==> config.mk <==
export PLATFORM = sky130hd
export DESIGN_NAME = timer_mmio_bridge_flat
export DESIGN_NICKNAME = d
export VERILOG_FILES = /design/src/rtl/timer_mmio_bridge_if.sv /design/src/rtl/timer_mmio_bridge.sv /design/src/flat_wrapper.sv
export SDC_FILE = /design/constraint.sdc
export NUM_CORES = 1
export LEC_CHECK = 0
export ABC_AREA = 1
export BUFFER_PORTS_ARGS = -buffer_cell sky130_fd_sc_hd__clkbuf_2
export CAP_MARGIN = 30
export CORE_ASPECT_RATIO = 1.5
export CORE_MARGIN = 5
export CORE_UTILIZATION = 50
export CTS_CLUSTER_SIZE = 16
export DETAILED_ROUTE_END_ITERATION = 10
export PLACE_DENSITY_LB_ADDON = 0.1
export SYNTH_ARGS = -nofsm -noshare
export SYNTH_HDL_FRONTEND = slang
export SYNTH_SLANG_ARGS = --single-unit
==> constraint.sdc <==
create_clock -name clk -period 1.55 [get_ports clk]
set_input_delay 0.31 -clock clk [delete_from_list [all_inputs] [get_ports clk]]
set_output_delay 0.31 -clock clk [all_outputs]
set_load 0.01 [all_outputs]
==> src/rtl/timer_mmio_bridge_if.sv <==
// Bus bundles for the timer MMIO bridge: the CPU native memory bus and the
// timer register port. master = side that issues requests.

interface mem_bus_if;
    logic        mem_valid;
    logic [31:0] mem_addr;
    logic [31:0] mem_wdata;
    logic [3:0]  mem_wstrb;
    logic        mem_ready;
    logic [31:0] mem_rdata;

    modport master (output mem_valid, mem_addr, mem_wdata, mem_wstrb,
                    input  mem_ready, mem_rdata);
    modport slave  (input  mem_valid, mem_addr, mem_wdata, mem_wstrb,
                    output mem_ready, mem_rdata);
endinterface

interface tmr_bus_if;
    logic        tmr_sel;
    logic        tmr_wr_en;
    logic        tmr_rd_en;
    logic [1:0]  tmr_addr;
    logic [31:0] tmr_wdata;
    logic [31:0] tmr_rdata;

    modport master (output tmr_sel, tmr_wr_en, tmr_rd_en, tmr_addr, tmr_wdata,
                    input  tmr_rdata);
    modport slave  (input  tmr_sel, tmr_wr_en, tmr_rd_en, tmr_addr, tmr_wdata,
                    output tmr_rdata);
endinterface

==> src/rtl/timer_mmio_bridge.sv <==
// CPU memory bus -> timer register port adapter. Decodes a 16-byte window,
// turns each hit into one timer access (read-modify-write for partial stores
// to registers 0..2), and conditions the timer timeout into irq_o.

module timer_mmio_bridge #(
    parameter logic [31:0] BASE_ADDR = 32'h0200_0000,
    parameter bit          IRQ_LEVEL = 1'b1
) (
    input  logic  clk,
    input  logic  resetn,
    mem_bus_if.slave  mem,
    tmr_bus_if.master tmr,
    input  logic  tmr_timeout,
    output logic  irq_o
);

    typedef enum logic [2:0] {
        S_IDLE,
        S_WR,
        S_RD,
        S_CAP,
        S_RMW_RD,
        S_MERGE,
        S_RESP
    } state_t;

    state_t      state_q, state_d;
    logic [3:0]  wstrb_q, wstrb_d;
    logic [31:0] wdata_q, wdata_d;
    logic        sel_q, sel_d;
    logic        wr_q, wr_d;
    logic        rd_q, rd_d;
    logic [1:0]  taddr_q, taddr_d;
    logic [31:0] twdata_q, twdata_d;
    logic        ready_q, ready_d;
    logic [31:0] rdata_q, rdata_d;
    logic        timeout_q;
    logic        irq_q;

    logic        hit;
    logic [31:0] req_mask;
    logic [31:0] lat_mask;
    logic        unused_addr;

    // Word-granular window: the byte offset inside a word is not decoded.
    assign unused_addr = ^mem.mem_addr[1:0];
    assign hit = mem.mem_valid && (mem.mem_addr[31:4] == BASE_ADDR[31:4]);

    // Byte-lane masks for the incoming strobes and for the latched strobes.
    assign req_mask = {{8{mem.mem_wstrb[3]}}, {8{mem.mem_wstrb[2]}},
                       {8{mem.mem_wstrb[1]}}, {8{mem.mem_wstrb[0]}}};
    assign lat_mask = {{8{wstrb_q[3]}}, {8{wstrb_q[2]}},
                       {8{wstrb_q[1]}}, {8{wstrb_q[0]}}};

    // Next-state and registered-output decode for the access sequencer.
    always_comb begin
        state_d  = state_q;
        wstrb_d  = wstrb_q;
        wdata_d  = wdata_q;
        sel_d    = 1'b0;
        wr_d     = 1'b0;
        rd_d     = 1'b0;
        taddr_d  = taddr_q;
        twdata_d = twdata_q;
        ready_d  = 1'b0;
        rdata_d  = 32'h0;
        case (state_q)
            S_IDLE: begin
                if (hit) begin
                    wstrb_d = mem.mem_wstrb;
                    wdata_d = mem.mem_wdata;
                    taddr_d = mem.mem_addr[3:2];
                    sel_d   = 1'b1;
                    if (mem.mem_wstrb == 4'h0) begin
                        rd_d    = 1'b1;
                        state_d = S_RD;
                    end else if (mem.mem_wstrb == 4'hF) begin
                        wr_d     = 1'b1;
                        twdata_d = mem.mem_wdata;
                        state_d  = S_WR;
                    end else if (mem.mem_addr[3:2] == 2'd3) begin
                        // STATUS is W1C: unstrobed bytes must not clear anything.
                        wr_d     = 1'b1;
                        twdata_d = mem.mem_wdata & req_mask;
                        state_d  = S_WR;
                    end else begin
                        rd_d    = 1'b1;
                        state_d = S_RMW_RD;
                    end
                end
            end
            S_WR: begin
                ready_d = 1'b1;
                state_d = S_RESP;
            end
            S_RD: begin
                state_d = S_CAP;
            end
            S_CAP: begin
                rdata_d = tmr.tmr_rdata;
                ready_d = 1'b1;
                state_d = S_RESP;
            end
            S_RMW_RD: begin
                state_d = S_MERGE;
            end
            S_MERGE: begin
                sel_d    = 1'b1;
                wr_d     = 1'b1;
                twdata_d = (wdata_q & lat_mask) | (tmr.tmr_rdata & ~lat_mask);
                state_d  = S_WR;
            end
            S_RESP: begin
                // One dead cycle so a still-asserted mem_valid is not re-taken.
                state_d = S_IDLE;
            end
            default: state_d = S_IDLE;
        endcase
    end

    // Sequencer state and bus output registers.
    always_ff @(posedge clk) begin
        if (!resetn) begin
            state_q  <= S_IDLE;
            wstrb_q  <= 4'h0;
            wdata_q  <= 32'h0;
            sel_q    <= 1'b0;
            wr_q     <= 1'b0;
            rd_q     <= 1'b0;
            taddr_q  <= 2'd0;
            twdata_q <= 32'h0;
            ready_q  <= 1'b0;
            rdata_q  <= 32'h0;
        end else begin
            state_q  <= state_d;
            wstrb_q  <= wstrb_d;
            wdata_q  <= wdata_d;
            sel_q    <= sel_d;
            wr_q     <= wr_d;
            rd_q     <= rd_d;
            taddr_q  <= taddr_d;
            twdata_q <= twdata_d;
            ready_q  <= ready_d;
            rdata_q  <= rdata_d;
        end
    end

    // Timeout conditioning: level follow or rising-edge pulse.
    always_ff @(posedge clk) begin
        if (!resetn) begin
            timeout_q <= 1'b0;
            irq_q     <= 1'b0;
        end else begin
            timeout_q <= tmr_timeout;
            irq_q     <= IRQ_LEVEL ? tmr_timeout : (tmr_timeout & ~timeout_q);
        end
    end

    assign mem.mem_ready = ready_q;
    assign mem.mem_rdata = rdata_q;
    assign tmr.tmr_sel   = sel_q;
    assign tmr.tmr_wr_en = wr_q;
    assign tmr.tmr_rd_en = rd_q;
    assign tmr.tmr_addr  = taddr_q;
    assign tmr.tmr_wdata = twdata_q;
    assign irq_o         = irq_q;

endmodule
==> src/flat_wrapper.sv <==
// flat-port wrapper written by rule: the top's interface ports become plain ports
module timer_mmio_bridge_flat 
#(
    parameter logic [31:0] BASE_ADDR = 32'h0200_0000,
    parameter bit          IRQ_LEVEL = 1'b1
)
  (clk, resetn, tmr_timeout, irq_o, mem_mem_valid, mem_mem_addr, mem_mem_wdata, mem_mem_wstrb, mem_mem_ready, mem_mem_rdata, tmr_tmr_sel, tmr_tmr_wr_en, tmr_tmr_rd_en, tmr_tmr_addr, tmr_tmr_wdata, tmr_tmr_rdata);
  mem_bus_if mem_i ();
  tmr_bus_if tmr_i ();
  input  logic clk;
  input  logic resetn;
  input  logic tmr_timeout;
  output logic irq_o;
  input wire logic [$bits(mem_i.mem_valid)-1:0] mem_mem_valid;
  input wire logic [$bits(mem_i.mem_addr)-1:0] mem_mem_addr;
  input wire logic [$bits(mem_i.mem_wdata)-1:0] mem_mem_wdata;
  input wire logic [$bits(mem_i.mem_wstrb)-1:0] mem_mem_wstrb;
  output wire logic [$bits(mem_i.mem_ready)-1:0] mem_mem_ready;
  output wire logic [$bits(mem_i.mem_rdata)-1:0] mem_mem_rdata;
  output wire logic [$bits(tmr_i.tmr_sel)-1:0] tmr_tmr_sel;
  output wire logic [$bits(tmr_i.tmr_wr_en)-1:0] tmr_tmr_wr_en;
  output wire logic [$bits(tmr_i.tmr_rd_en)-1:0] tmr_tmr_rd_en;
  output wire logic [$bits(tmr_i.tmr_addr)-1:0] tmr_tmr_addr;
  output wire logic [$bits(tmr_i.tmr_wdata)-1:0] tmr_tmr_wdata;
  input wire logic [$bits(tmr_i.tmr_rdata)-1:0] tmr_tmr_rdata;
  assign mem_i.mem_valid = mem_mem_valid;
  assign mem_i.mem_addr = mem_mem_addr;
  assign mem_i.mem_wdata = mem_mem_wdata;
  assign mem_i.mem_wstrb = mem_mem_wstrb;
  assign mem_mem_ready = mem_i.mem_ready;
  assign mem_mem_rdata = mem_i.mem_rdata;
  assign tmr_tmr_sel = tmr_i.tmr_sel;
  assign tmr_tmr_wr_en = tmr_i.tmr_wr_en;
  assign tmr_tmr_rd_en = tmr_i.tmr_rd_en;
  assign tmr_tmr_addr = tmr_i.tmr_addr;
  assign tmr_tmr_wdata = tmr_i.tmr_wdata;
  assign tmr_i.tmr_rdata = tmr_tmr_rdata;
  timer_mmio_bridge #(.BASE_ADDR(BASE_ADDR), .IRQ_LEVEL(IRQ_LEVEL)) u_core (.clk(clk), .resetn(resetn), .mem(mem_i), .tmr(tmr_i), .tmr_timeout(tmr_timeout), .irq_o(irq_o));
endmodule
==> run_summary.xml <==
<?xml version="1.0" encoding="UTF-8"?>
<metrics>
  <group name="timing">
    <metric name="setup_failing_eps_final" unit="">0</metric>
    <metric name="rsz_0062_raised_after_global_routing" unit="">false</metric>
    <metric name="timing.clock.skew" unit="ps">10.2</metric>
    <metric name="timing_worst_slew_pin_value" unit="ps">555</metric>
    <metric name="max-slew-margin-rel" unit="">0.630</metric>
    <metric name="max_freq" unit="GHz">0.687</metric>
    <metric name="slew_viol_final" unit="">0</metric>
    <metric name="hold_viol" unit="">0</metric>
    <metric name="finalCritPeriodShare" unit="">0.939</metric>
    <metric name="layout_setup_ws" unit="ps">94.4</metric>
    <metric name="period_minus_slack" unit="ps">1460</metric>
  </group>
  <group name="power_and_ir_drop">
    <metric name="power.switching" unit="mW">1.30</metric>
    <metric name="power_density" unit="mW/mm²">933</metric>
    <metric name="p_leak" unit="nW">3.23</metric>
    <metric name="pwr-share-clk" unit="">0.461</metric>
    <metric name="share_comb_of_total_power" unit="">0.074</metric>
    <metric name="pwr-share-seq" unit="">0.465</metric>
    <metric name="power.share.switching" unit="">0.214</metric>
    <metric name="max-vdd-ir-drop" unit="V">0.000649</metric>
    <metric name="p_int" unit="mW">4.78</metric>
  </group>
  <group name="logic_synthesis">
    <metric name="mappedNetlistArea" unit="mm²">0.00497</metric>
    <metric name="cell_variety_after_synth" unit="">23</metric>
    <metric name="post-synth-top-area-fraction" unit="">0.443</metric>
    <metric name="synth.top_cells.by_area" unit="">sky130_fd_sc_hd__dfxtp_1 44%, sky130_fd_sc_hd__nand2_1 13%, sky130_fd_sc_hd__nor2_1 10%</metric>
    <metric name="mappedNetlistNets" unit="">846</metric>
    <metric name="synthCells" unit="">742</metric>
    <metric name="post_synth.cell_area_avg" unit="µm²">6.70</metric>
    <metric name="yosys_register_bits" unit="">110</metric>
    <metric name="synth.yosys.seq_area_share" unit="">0.443</metric>
    <metric name="top_cell_type_by_total_area_after_synthesis" unit="">sky130_fd_sc_hd__dfxtp_1</metric>
    <metric name="yosys_warnings" unit="">0</metric>
  </group>
  <group name="worst_hold_path">
    <metric name="hold_path_end" unit="">u_core.irq_o$_SDFF_PN0_</metric>
    <metric name="timing.hold.worst.class" unit="">in -&gt; reg</metric>
    <metric name="hold_path_startpoint" unit="">tmr_timeout</metric>
    <metric name="hold_path_depth" unit="">3</metric>
  </group>
  <group name="worst_setup_path">
    <metric name="r2r_end" unit="">u_core.tmr.tmr_wdata[6]$_SDFFE_PN0P_</metric>
    <metric name="critical_path_required" unit="ps">1790</metric>
    <metric name="timing.critical_path.from" unit="">u_core.state_q[0]$_SDFFE_PN0P_</metric>
    <metric name="critical_path.startpoint_type" unit="">flop</metric>
    <metric name="worst-setup-path-type" unit="">reg -&gt; reg</metric>
    <metric name="critPathMaxFanout" unit="">11</metric>
    <metric name="worst_r2r_path_cells" unit="">10</metric>
    <metric name="setup.reg_to_reg.worst_slack" unit="ps">90</metric>
    <metric name="timing.critical_path.arrival" unit="ps">1700</metric>
    <metric name="worst_setup_path_end_kind" unit="">flop</metric>
    <metric name="crit-reg2reg-launch" unit="">u_core.state_q[0]$_SDFFE_PN0P_</metric>
  </group>
  <group name="clock_network">
    <metric name="tritoncts" unit="">done</metric>
    <metric name="cts_sinks" unit="">110</metric>
    <metric name="clkSlewWorstSetupHoldPaths" unit="ps">70</metric>
    <metric name="htree_levels" unit="">3</metric>
    <metric name="clock_latency" unit="ps">350</metric>
    <metric name="cts_root_buffer" unit="">sky130_fd_sc_hd__clkbuf_16</metric>
    <metric name="clock_tree.buffer_depth" unit="">2</metric>
    <metric name="hold_bufs_inserted_after_cts" unit="">0</metric>
    <metric name="numCtsBuffers" unit="">9</metric>
  </group>
  <group name="detailed_routing">
    <metric name="drt_pre_antenna_iters" unit="">5</metric>
    <metric name="drt-total-wl" unit="µm">13900</metric>
    <metric name="avgViaCountPerCell" unit="">5.08</metric>
    <metric name="detailedRoute.firstIterationViolations" unit="">255</metric>
    <metric name="vias" unit="">5229</metric>
    <metric name="ant_nets" unit="">0</metric>
    <metric name="drt-wirelength-per-cell" unit="µm">13.5</metric>
    <metric name="route.detailed.drc" unit="">0</metric>
  </group>
  <group name="final_layout">
    <metric name="fillerInstances" unit="">907</metric>
    <metric name="share_of_final_layout_standard_cells_stronger_than_drive_strength_1" unit="">0.264</metric>
    <metric name="postLayoutCellArea" unit="mm²">0.00651</metric>
    <metric name="final_cells" unit="">1030</metric>
    <metric name="layout.nets" unit="">1014</metric>
    <metric name="antenna_cells" unit="">0</metric>
    <metric name="area_delta_synth_final" unit="%">30.9</metric>
  </group>
  <group name="floorplanning">
    <metric name="pin_count" unit="">175</metric>
    <metric name="placeableCoreArea" unit="mm²">0.00969</metric>
    <metric name="start_util" unit="">0.513</metric>
    <metric name="die_width" unit="µm">91.4</metric>
    <metric name="die_area" unit="mm²">0.0121</metric>
    <metric name="floorplan.die.height" unit="µm">132</metric>
    <metric name="core.rowCount" unit="">44</metric>
  </group>
  <group name="global_route">
    <metric name="antenna_found_initial" unit="">0</metric>
    <metric name="grt_pass1_vias" unit="">5063</metric>
    <metric name="globalRoute.totalOverflow" unit="">0</metric>
    <metric name="grt_start_max_net_pins" unit="">48</metric>
    <metric name="grt_pass1_wl" unit="µm">23000</metric>
    <metric name="grt_util_all_layers" unit="">0.226</metric>
  </group>
  <group name="place">
    <metric name="place_worst_setup_slack" unit="ps">-120</metric>
    <metric name="place_inst" unit="">1012</metric>
    <metric name="io_buffer_count" unit="">172</metric>
    <metric name="gp_congestion" unit="">0.864</metric>
    <metric name="placement.cell_area" unit="mm²">0.00604</metric>
    <metric name="place_hpwl" unit="µm">10100</metric>
  </group>
  <group name="job">
    <metric name="cap_viol_max_count" unit="">0</metric>
  </group>
  <group name="run_status">
    <metric name="run_status" unit="">completed</metric>
  </group>
</metrics>
[logic make-up (layout without fill, tap and decap cells)]
logic type             Yosys count  in the layout  share of synthesized area
AOI/OAI and AO/OA              109            109                      0.110
buffers and inverters          116            289                      0.106
DFF                            110            110                      0.443
and+or+nand+nor                407            407                      0.340
[power by group through the flow]
stage | Combinational, mW | Sequential [mW] | Clock, mW
2_1_floorplan | 0.207 | 2.89 | 0
3_3_place_gp | 0.411 | 2.89 | 0
3_5_place_dp | 0.421 | 2.89 | 0
4_1_cts | 0.425 | 2.82 | 2.84
5_1_grt | 0.504 | 2.82 | 2.97
6_report | 0.449 | 2.82 | 2.80
[state kept, by name (all words and copies together), names as in the netlist]
signal and flops:
u_core.wdata_q 32, u_core.irq_o 1, u_core.mem.mem_ready 1, u_core.tmr.tmr_addr 2
u_core.tmr.tmr_rd_en 1, u_core.tmr.tmr_sel 1, u_core.tmr.tmr_wr_en 1, u_core.tmr.tmr_wdata 32
u_core.mem.mem_rdata 32, u_core.state_q 3, u_core.wstrb_q 4
[per-layer routing]
metal  vias to the layer above  track usage  routed length (µm)
li1                       2656            -                   -
met1                      2358        0.261                5380
met2                       192        0.409                7290
met3                        23       0.0348                 922
met4                         0       0.0905                 342
met5                         -            0                   0
[cell usage after synthesis]
library cell               count
sky130_fd_sc_hd__a21oi_1      51
sky130_fd_sc_hd__buf_1         3
sky130_fd_sc_hd__buf_2        12
sky130_fd_sc_hd__buf_4         8
sky130_fd_sc_hd__buf_6         6
sky130_fd_sc_hd__clkbuf_1     19
sky130_fd_sc_hd__clkbuf_4      1
sky130_fd_sc_hd__dfxtp_1     110
sky130_fd_sc_hd__inv_1        65
sky130_fd_sc_hd__inv_2         2
sky130_fd_sc_hd__nand2_1     171
sky130_fd_sc_hd__nand2_2       5
sky130_fd_sc_hd__nand2_4       2
sky130_fd_sc_hd__nand3_1      82
sky130_fd_sc_hd__nand4_2       1
sky130_fd_sc_hd__nor2_1      139
sky130_fd_sc_hd__nor2_2        2
sky130_fd_sc_hd__nor2_4        2
sky130_fd_sc_hd__nor3_1        2
sky130_fd_sc_hd__nor3b_1       1
sky130_fd_sc_hd__o211ai_1      1
sky130_fd_sc_hd__o21ai_0      47
sky130_fd_sc_hd__o21ai_1      10
[worst max-delay path, cell delays in order, from the launching register on]
cell                      delay, ps
sky130_fd_sc_hd__dfxtp_1        370
sky130_fd_sc_hd__nor2_4         150
sky130_fd_sc_hd__nand2_4        120
sky130_fd_sc_hd__nand2_2        100
sky130_fd_sc_hd__o21ai_4         60
sky130_fd_sc_hd__nor2_4         100
sky130_fd_sc_hd__buf_12         140
sky130_fd_sc_hd__buf_12         120
sky130_fd_sc_hd__nand3_1         90
sky130_fd_sc_hd__nand2_1         70
sky130_fd_sc_hd__nor2_1          40
[per-stage QoR]
stage | total power [mW] | TNS (ps) | hold slack [ps] | utilization
global placement | 3.30 | -1820 | 447 | 0.624
CTS | 6.09 | 0 | 137 | 0.663
detailed placement | 3.31 | -4340 | 452 | 0.624
floorplan | 3.10 | 0 | 408 | -
finish | 6.08 | 0 | 146 | 0.672
global route | 6.30 | 0 | 175 | 0.672
[worst max path at each step]
stage	to	slack, ps
floorplan	u_core.tmr.tmr_addr[0]$_SDFFE_PN0P_	180
global placement	u_core.tmr.tmr_wdata[31]$_SDFFE_PN0P_	-100
detailed placement	u_core.tmr.tmr_wdata[10]$_SDFFE_PN0P_	-120
CTS	u_core.tmr.tmr_wdata[13]$_SDFFE_PN0P_	8
global route	u_core.tmr.tmr_wdata[23]$_SDFFE_PN0P_	20
finish	u_core.tmr.tmr_wdata[6]$_SDFFE_PN0P_	90
[area by class of cell]
| type | count | area, µm² | area share |
|---|---|---|---|
| repair buffers | 206 | 1250 | 0.192 |
| multi-input cells | 516 | 2290 | 0.351 |
| inverters | 67 | 256 | 0.0394 |
| flip-flops and latches | 110 | 2200 | 0.338 |
| well taps | 115 | 144 | 0.0221 |
| clock buffers | 9 | 225 | 0.0346 |
| clock inverters | 7 | 144 | 0.0221 |
[placed cells by master (no fill, tap or decap), drive strengths merged]
master / netlist / routed
bufinv: 0 / 4
inv: 67 / 68
clkinvlp: 0 / 2
buf: 29 / 33
a21oi: 51 / 51
o211ai: 1 / 1
dfxtp: 110 / 110
clkbuf: 20 / 182
nor3b: 1 / 1
nand3: 82 / 82
nor2: 143 / 143
nand2: 178 / 178
o21ai: 57 / 57
nor3: 2 / 2
nand4: 1 / 1
[timing repair]
action / CTS / global route
gates cloned: 0 / 1
setup buffers: 0 / 1
setup endpoints to repair: 4 / 36
gates resized for setup: 2 / 12
pin swaps: 0 / 3
No activity file was read; power rests on OpenSTA's default activity.
